$ cat config.mk
export PLATFORM = sky130hd
export DESIGN_NAME = decode_stage
export DESIGN_NICKNAME = d
export VERILOG_FILES = /design/src/rtl/decode_stage.sv
export SDC_FILE = /design/constraint.sdc
export NUM_CORES = 1
export LEC_CHECK = 0
export CELL_PAD_IN_SITES_DETAIL_PLACEMENT = 1
export CELL_PAD_IN_SITES_GLOBAL_PLACEMENT = 2
export CORE_ASPECT_RATIO = 1.4
export CORE_MARGIN = 2
export CORE_UTILIZATION = 35
export DETAILED_ROUTE_END_ITERATION = 8
export GPL_ROUTABILITY_DRIVEN = 0
export GPL_TIMING_DRIVEN = 0
export PLACE_DENSITY_LB_ADDON = 0.1
export SYNTH_ARGS = -nofsm -noshare
export SYNTH_HDL_FRONTEND = slang
export SYNTH_SLANG_ARGS = --single-unit
export TNS_END_PERCENT = 50
$ cat constraint.sdc
create_clock -name clk_i -period 4.49 [get_ports clk_i]
set_clock_uncertainty 0.05 [all_clocks]
set_input_delay 0.898 -clock clk_i [delete_from_list [all_inputs] [get_ports clk_i]]
set_output_delay 0.898 -clock clk_i [all_outputs]
set_load 0.02 [all_outputs]
$ cat src/rtl/decode_stage.sv
// decode_stage: RV32 decode of one pc/instruction per cycle into a DEPTH-entry FIFO,
// with an explicit illegal flag, a saturating illegal counter and synchronous flush.
package tartaruga_pkg;
  typedef logic [31:0] bus32_t;
  typedef logic [31:0] instruction_t;
  typedef logic [4:0] reg_addr_t;
  localparam logic [6:0] OP_ALU_I = 7'b0010011;
  localparam logic [6:0] OP_ALU = 7'b0110011;
  localparam logic [6:0] OP_LUI = 7'b0110111;
  localparam logic [6:0] OP_AUIPC = 7'b0010111;
  localparam logic [6:0] OP_LOAD = 7'b0000011;
  localparam logic [6:0] OP_STORE = 7'b0100011;
  localparam logic [6:0] F7_ALU_NORMAL = 7'b0000000;
  localparam logic [6:0] F7_ALU_MODIFIED = 7'b0100000;
  localparam logic [2:0] F3_ADD_SUB = 3'b000;
  localparam logic [2:0] F3_SLL = 3'b001;
  localparam logic [2:0] F3_SRL_SRA = 3'b101;
  typedef enum logic [3:0] {
    ALU_ADD, ALU_SUB, ALU_SLL, ALU_SLT, ALU_SLTU, ALU_XOR, ALU_SRL, ALU_SRA, ALU_OR, ALU_AND
  } alu_op_t;
  typedef enum logic {SRC1_RS1, SRC1_PC} src1_t;
  typedef enum logic {SRC2_RS2, SRC2_IMM} src2_t;
  typedef enum logic {WB_ALU, WB_MEM} wb_t;
  typedef struct packed {
    bus32_t pc;
    instruction_t instr;
    reg_addr_t addr_rs1;
    reg_addr_t addr_rs2;
    reg_addr_t addr_rd;
    logic write_enable;
    src1_t src1;
    src2_t src2;
    alu_op_t alu_op;
    wb_t alu_or_mem;
    logic store_to_mem;
  } instr_data_t;
endpackage

module decode_stage import tartaruga_pkg::*; #(
  parameter int DEPTH = 2,
  parameter bit MEM_EN = 1'b1,
  parameter int CNT_W = 16
) (
  input  logic             clk_i,
  input  logic             rstn_i,
  input  logic             flush_i,
  input  logic             valid_i,
  output logic             ready_o,
  input  bus32_t           pc_i,
  input  instruction_t     instr_i,
  output logic             valid_o,
  input  logic             ready_i,
  output instr_data_t      instr_decoded_o,
  output logic             illegal_o,
  output logic [CNT_W-1:0] illegal_cnt_o
);
  localparam int AW = $clog2(DEPTH);
  localparam int CW = AW + 1;

  function automatic alu_op_t base_op(input logic [2:0] f);
    case (f)
      3'b000: return ALU_ADD;
      3'b001: return ALU_SLL;
      3'b010: return ALU_SLT;
      3'b011: return ALU_SLTU;
      3'b100: return ALU_XOR;
      3'b101: return ALU_SRL;
      3'b110: return ALU_OR;
      default: return ALU_AND;
    endcase
  endfunction

  logic [6:0] op, f7;
  logic [2:0] f3;
  logic ill;
  instr_data_t raw, nop, dec;

  assign op = instr_i[6:0];
  assign f3 = instr_i[14:12];
  assign f7 = instr_i[31:25];

  always_comb begin
    raw = '0;
    raw.pc = pc_i;
    raw.instr = instr_i;
    raw.addr_rs1 = instr_i[19:15];
    raw.addr_rs2 = instr_i[24:20];
    raw.addr_rd = instr_i[11:7];
    raw.alu_op = base_op(f3);
    ill = 1'b0;
    case (op)
      OP_ALU_I: begin
        raw.write_enable = 1'b1;
        raw.src2 = SRC2_IMM;
        if (f3 == F3_SLL) ill = f7 != F7_ALU_NORMAL;
        if (f3 == F3_SRL_SRA) begin
          ill = f7 != F7_ALU_NORMAL && f7 != F7_ALU_MODIFIED;
          raw.alu_op = f7 == F7_ALU_MODIFIED ? ALU_SRA : ALU_SRL;
        end
      end
      OP_ALU: begin
        raw.write_enable = 1'b1;
        if (f7 == F7_ALU_MODIFIED) begin
          ill = f3 != F3_ADD_SUB && f3 != F3_SRL_SRA;
          raw.alu_op = f3 == F3_ADD_SUB ? ALU_SUB : ALU_SRA;
        end else ill = f7 != F7_ALU_NORMAL;
      end
      OP_LUI: begin
        raw.write_enable = 1'b1;
        raw.addr_rs1 = '0;
        raw.src2 = SRC2_IMM;
        raw.alu_op = ALU_ADD;
      end
      OP_AUIPC: begin
        raw.write_enable = 1'b1;
        raw.src1 = SRC1_PC;
        raw.src2 = SRC2_IMM;
        raw.alu_op = ALU_ADD;
      end
      OP_LOAD: begin
        raw.write_enable = 1'b1;
        raw.src2 = SRC2_IMM;
        raw.alu_op = ALU_ADD;
        raw.alu_or_mem = WB_MEM;
        ill = !MEM_EN || f3 inside {3'b011, 3'b110, 3'b111};
      end
      OP_STORE: begin
        raw.src2 = SRC2_IMM;
        raw.alu_op = ALU_ADD;
        raw.store_to_mem = 1'b1;
        raw.addr_rd = '0;
        ill = !MEM_EN || f3[2] || f3 == 3'b011;
      end
      default: ill = 1'b1;
    endcase
  end

  // illegal encodings collapse to a NOP that still carries pc/instr for trap handling
  always_comb begin
    nop = '0;
    nop.pc = pc_i;
    nop.instr = instr_i;
  end

  assign dec = ill ? nop : raw;

  instr_data_t mem_q [DEPTH];
  logic ill_mem_q [DEPTH];
  logic [AW-1:0] rd_q, rd_d, wr_q, wr_d;
  logic [CW-1:0] cnt_q, cnt_d;
  logic [CNT_W-1:0] icnt_q, icnt_d;
  logic push, pop;

  assign ready_o = cnt_q < CW'(DEPTH);
  assign valid_o = cnt_q != '0;
  assign push = valid_i && ready_o && !flush_i;
  assign pop = valid_o && ready_i && !flush_i;

  always_comb begin
    wr_d = flush_i ? '0 : wr_q + AW'(push);
    rd_d = flush_i ? '0 : rd_q + AW'(pop);
    cnt_d = flush_i ? '0 : cnt_q + CW'(push) - CW'(pop);
    icnt_d = push && ill && !(&icnt_q) ? icnt_q + 1'b1 : icnt_q;
  end

  always_ff @(posedge clk_i or negedge rstn_i) begin
    if (!rstn_i) begin
      rd_q <= '0;
      wr_q <= '0;
      cnt_q <= '0;
      icnt_q <= '0;
    end else begin
      rd_q <= rd_d;
      wr_q <= wr_d;
      cnt_q <= cnt_d;
      icnt_q <= icnt_d;
    end
  end

  // payload needs no reset: it is only visible through the count-gated outputs
  always_ff @(posedge clk_i) begin
    if (push) begin
      mem_q[wr_q] <= dec;
      ill_mem_q[wr_q] <= ill;
    end
  end

  assign instr_decoded_o = valid_o ? mem_q[rd_q] : '0;
  assign illegal_o = valid_o && ill_mem_q[rd_q];
  assign illegal_cnt_o = icnt_q;
endmodule

# Word-level counts from Yosys, hierarchy flattened
# Memory sizes are Yosys's and may differ from the RTL's.
# Cells that the tools add are included.
[op_classes]
mux = 24
n_reduce_logical = 22
add_sub_neg = 5
magnitude_cmp = 1
n_eq_ne = 16
[op_table]
columns = ["op", "n"]
rows = [
  ["$mux 88", 1],
  ["$eq 7x6->1 const B", 4],
  ["$pmux 4 s7", 1],
  ["$mux 24", 1],
  ["$add 16x1->16 const B", 1],
  ["$reduce_and 16->1", 1],
  ["$eq 7x5->1 const B", 2],
  ["$mux 1", 13],
  ["$eq 3x3->1 const B", 4],
  ["$pmux 4 s3", 1],
  ["$mux 5", 2],
  ["$reduce_or 5->1", 2],
  ["$logic_and 1x1->1", 9],
  ["$mux 4", 2],
  ["$eq 7x2->1 const B", 1],
  ["$ne 7x6->1 const B", 1],
  ["$reduce_bool 7->1", 1],
  ["$eq 3x2->1 const B", 2],
  ["$reduce_bool 3->1", 2],
  ["$pmux 1 s5", 1],
  ["$reduce_or 4->1", 1],
  ["$eq 3x1->1 const B", 1],
  ["$logic_not 3->1", 1],
  ["$mux 3", 1],
  ["other kinds (10)", 12],
]
[word_totals]
inputBits = 69
output_inout_bits = 107
reg_bits = 20
n_memories = 2
ramBits = 178
[memory_table]
columns = ["memory", "depth", "width", "rd", "rd_ports_with_merged_regs", "write_ports", "line", "text"]
rows = [
  ["mem_q", 2, 88, 1, 0, 1, "147", "instr_data_t mem_q [DEPTH];"],
  ["ill_mem_q", 2, 1, 1, 0, 1, "148", "logic ill_mem_q [DEPTH];"],
]

# Logic depth before layout (Yosys ltp)
# Gate-level depths: netlist (run 1).
[logic_depth]
depth_word = 6
mapped_depth = 10
depth_no_buf = 10

# Least setup slack after synthesis (run 1)
# No wires, ideal clock.
[synth_timing]
path_type = "in2reg"
start = "input port flush_i"
end = "memory ill_mem_q[1] (enable)"
slack_ns = 0.592
required_ns = 3.982
path_buffers = 0
cell_stages = 4
setup_time_ns = 0.458
t_arrival_ns = 3.390
path_cell_list = "nor2_1 -> nand2_1 -> inv_1 -> ha_1"
[synth_via]
elab_chain_cells = 4
[synth_lines]
columns = ["item", "line", "text"]
rows = [
  ["start, declared", "46", "input logic flush_i,"],
  ["$logic_not 1->1", "156", "assign push = valid_i && ready_o && !flush_i;"],
  ["$logic_and 1x1->1", "156", ""],
  ["$mux 1", "182", "if (push) begin"],
  ["$mux 1 (implied by the code)", "184", "ill_mem_q[wr_q] <= ill;"],
  ["end, declared", "148", ""],
]
# No other way between the ends.

==> results.cfg, run 1 <==
[status]
outcome = finished clean

[clock_network]
cts_sinks = 198
clkLatencyLatePin_ns = 0.43
cts_tree = yes
root_buffer = clkbuf_16
path_clk_slew_ns = 0.07
post-cts-setup-buffers = 0
htreeDepth = 4
clock_path_buffers = 2
cts_buffers = 17
postCtsHoldBufs = 0

[detailed_routing]
routedWlPerCell_um = 17.94
drt-total-wl_mm = 19.29
vias = 5132
vias_per_cell = 4.774
drt_iter0_drc = 203
drt-pass1-iter-count = 4
drc = 0
ant_nets = 0

[synth]
ys_seq_elements = 198
synth_area_leader_cell = edfxtp_1
synth_flop_cell = edfxtp_1
synthTopCellsByArea = edfxtp_1, mux2i_1, dfrtp_1
synthCells = 560
seq_area_frac_synth_pct = 71.72
syn_avg_cell_area_um2 = 14.55
syn-num-nets = 634
synth_edf_count = 178
syn-cell-area_um2 = 8150
async_flop_share_pct = 10.10
yosys_warnings = 0
ys_types = 46
synth_top_area_share_pct = 65.58

[cells_and_area]
syn2layout_area_growth_pct = 34.40
fill_cells = 2316
drive_above_1_share_pct = 5.592
diodes = 0
fin_cells = 1075
nets = 830
seqCellArea_um2 = 5846
multi_input_area_um2 = 2182

[grt]
first_global_vias = 5607
grt_max_degree = 55
antenna_found_initial = 0
grt_pass1_wl_mm = 30.30
use_met1_pct = 18.75
grtUsageMet3_pct = 3.878
met2_usage_pct = 29.28
overflow = 0
grt_busiest_layer = met2
grt.total_usage_pct = 16.23

[timing]
finalSetupViolCount = 0
timing.slew.headroom_pct = 37.98
finalWorstSetupSlack_ns = 0.5335
hold_viol_final = 0
fmax_mhz = 252.8
rsz0062_at_grt = no
period_needed_ns = 3.956
drv_slew = 0
worstMarginPinSlew_ns = 0.9274
finalCritPeriodShare_pct = 88.12

[worst_setup_path]
worstSetupStartpointType = register
critPathCaptureType = output port
worstPathArrival_ns = 3.01
rr_worst_depth = 5
cp.required_ns = 3.54
worstReg2RegEnd = mem_q[0][60]
timing.rr.start = cnt_q[1]
crit_start = cnt_q[1]
critical_path_class = reg2out
cp_max_fo = 10
critPathCapture = instr_decoded_o[85]
reg2reg_slack_ns = 2.13

[die]
row_count = 66
die-area_um2 = 24540
die_x_um = 133.0
initial_core_util_pct = 35.38
die_h_um = 184.6
coreArea_um2 = 23040
ios = 176

[placement]
post-place-cells = 1043
place_ws_ns = 0.5758
io_buffers = 175
dp_hpwl_mm = 13.49

[power_and_ir_drop]
cellPowerDensity_nw_per_um2 = 471.4
ir_drop_v = 0.0002503
leakagePower_uw = 0.003611

[worst_hold_path]
hold_class = reg2reg
worstHoldStart = illegal_cnt_o[11]

[job]
cap_violations = 0
## repair_timing
action,CTS,global route
hold endpoints to repair,0,0
resized for setup,0,1
setup endpoints to repair,0,10
## cell usage after synthesis (5+ instances only)
| cell type | instances |
|---|---|
| and2_1 | 11 |
| xnor2_1 | 15 |
| nand2_1 | 19 |
| nor3_1 | 6 |
| inv_1 | 12 |
| mux2i_1 | 89 |
| nand3_1 | 10 |
| ha_1 | 5 |
| buf_1 | 8 |
| nor2_1 | 120 |
| and3_1 | 5 |
| edfxtp_1 | 178 |
| dfrtp_1 | 20 |
| clkbuf_1 | 11 |
## power by group
part / switching (uW) / internal [uW]
Sequential: 62.7 / 2140
Combinational: 810 / 633
Clock: 651 / 867
## worst max-delay path, cell delays in order (launching register included)
cell             delay (ns)
dfrtp_1                0.41
nor2_2                 0.57
clkbuf_1               0.51
clkbuf_1               0.42
nor2_1                 0.10
clkdlybuf4s50_1        0.57
## cells in the final DEF, fill, tap and decap left out, drive strengths merged, types with 3 or more instances in the layout
master,count
a211oi,4
a21oi,3
and2,11
and3,5
buf,15
bufinv,3
clkbuf,28
clkdlybuf4s50,175
clkinv,6
clkinvlp,5
dfrtp,20
edfxtp,178
ha,5
inv,13
mux2i,89
nand2,19
nand2b,3
nand3,10
nand4,3
nor2,120
nor3,6
nor4b,4
xnor2,15
xor2,4
## stage by stage
stage	utilization (%)	total power (uW)	TNS [ns]	area [um2]	hold WS (ns)
2_1_floorplan	-	2999	0	8150	0.5362
3_3_place_gp	44.64	3683	-246.86	10280	0.4270
3_5_place_dp	44.99	3713	0	10360	0.4316
4_1_cts	47.53	5245	0	10950	0.4456
5_1_grt	47.55	5408	0	10950	0.4716
6_report	47.55	5163	0	10950	0.4420
## final cells by class
class | count | share of cell area [%]
timing repair buffer | 177 | 16.49
clock inverter | 15 | 1.473
clock buffer | 17 | 3.883
buffer | 24 | 0.9594
inverter | 12 | 0.4112
sequential | 198 | 53.36
tap | 306 | 3.495
multi-input combinational | 326 | 19.92
## per-layer routing
metal,share of wire (%),vias to the layer above,routed length (um)
li1,-,2417,-
met1,41,2561,7863
met2,53,136,10270
met3,4.2,18,815
met4,1.8,0,340
met5,0,-,0
## flip-flops by register name, summed over array words and instances, names as in the netlist
| name | flops |
|---|---|
| rd_q | 1 |
| ill_mem_q | 2 |
| wr_q | 1 |
| illegal_cnt_o | 16 |
| cnt_q | 2 |
| mem_q | 176 |
## logic make-up after synthesis
group / count (synthesis) / share of synthesized area, %
flops: 198 / 71.72
simple gates: 195 / 11.04
mux: 90 / 11.07
buf+inv: 36 / 1.842
xor+xnor: 19 / 2.042
compound gates: 17 / 1.520
fa+ha+maj: 5 / 0.7676
## how the worst min path moves through the flow
stage	slack, ns	cells past startpoint	to
floorplan	0.54	2	cnt_q[0]
global placement	0.43	1	illegal_cnt_o[11]
detailed placement	0.43	1	illegal_cnt_o[11]
CTS	0.45	1	illegal_cnt_o[11]
global route	0.47	1	illegal_cnt_o[15]
finish	0.44	1	illegal_cnt_o[11]
Note: power is estimated with default switching activity, not from simulation.
==> run 2, diff against run 1 <==
--- a/config.mk
+++ b/config.mk
@@ -5,6 +5,7 @@
 export SDC_FILE = /design/constraint.sdc
 export NUM_CORES = 1
 export LEC_CHECK = 0
+export ABC_CLOCK_PERIOD_IN_PS = 4490
 export CELL_PAD_IN_SITES_DETAIL_PLACEMENT = 1
 export CELL_PAD_IN_SITES_GLOBAL_PLACEMENT = 2
 export CORE_ASPECT_RATIO = 1.4
==> results of run 2 <==
Final layout, timing and power as in run 1 (identical DEF).
==> run 3, diff against run 2 <==
--- a/config.mk
+++ b/config.mk
@@ -15,6 +15,7 @@
 export GPL_ROUTABILITY_DRIVEN = 0
 export GPL_TIMING_DRIVEN = 0
 export PLACE_DENSITY_LB_ADDON = 0.1
+export SETUP_SLACK_MARGIN = 0.05
 export SYNTH_ARGS = -nofsm -noshare
 export SYNTH_HDL_FRONTEND = slang
 export SYNTH_SLANG_ARGS = --single-unit
==> results of run 3 <==
Final layout, timing and power as in run 1 (identical DEF).
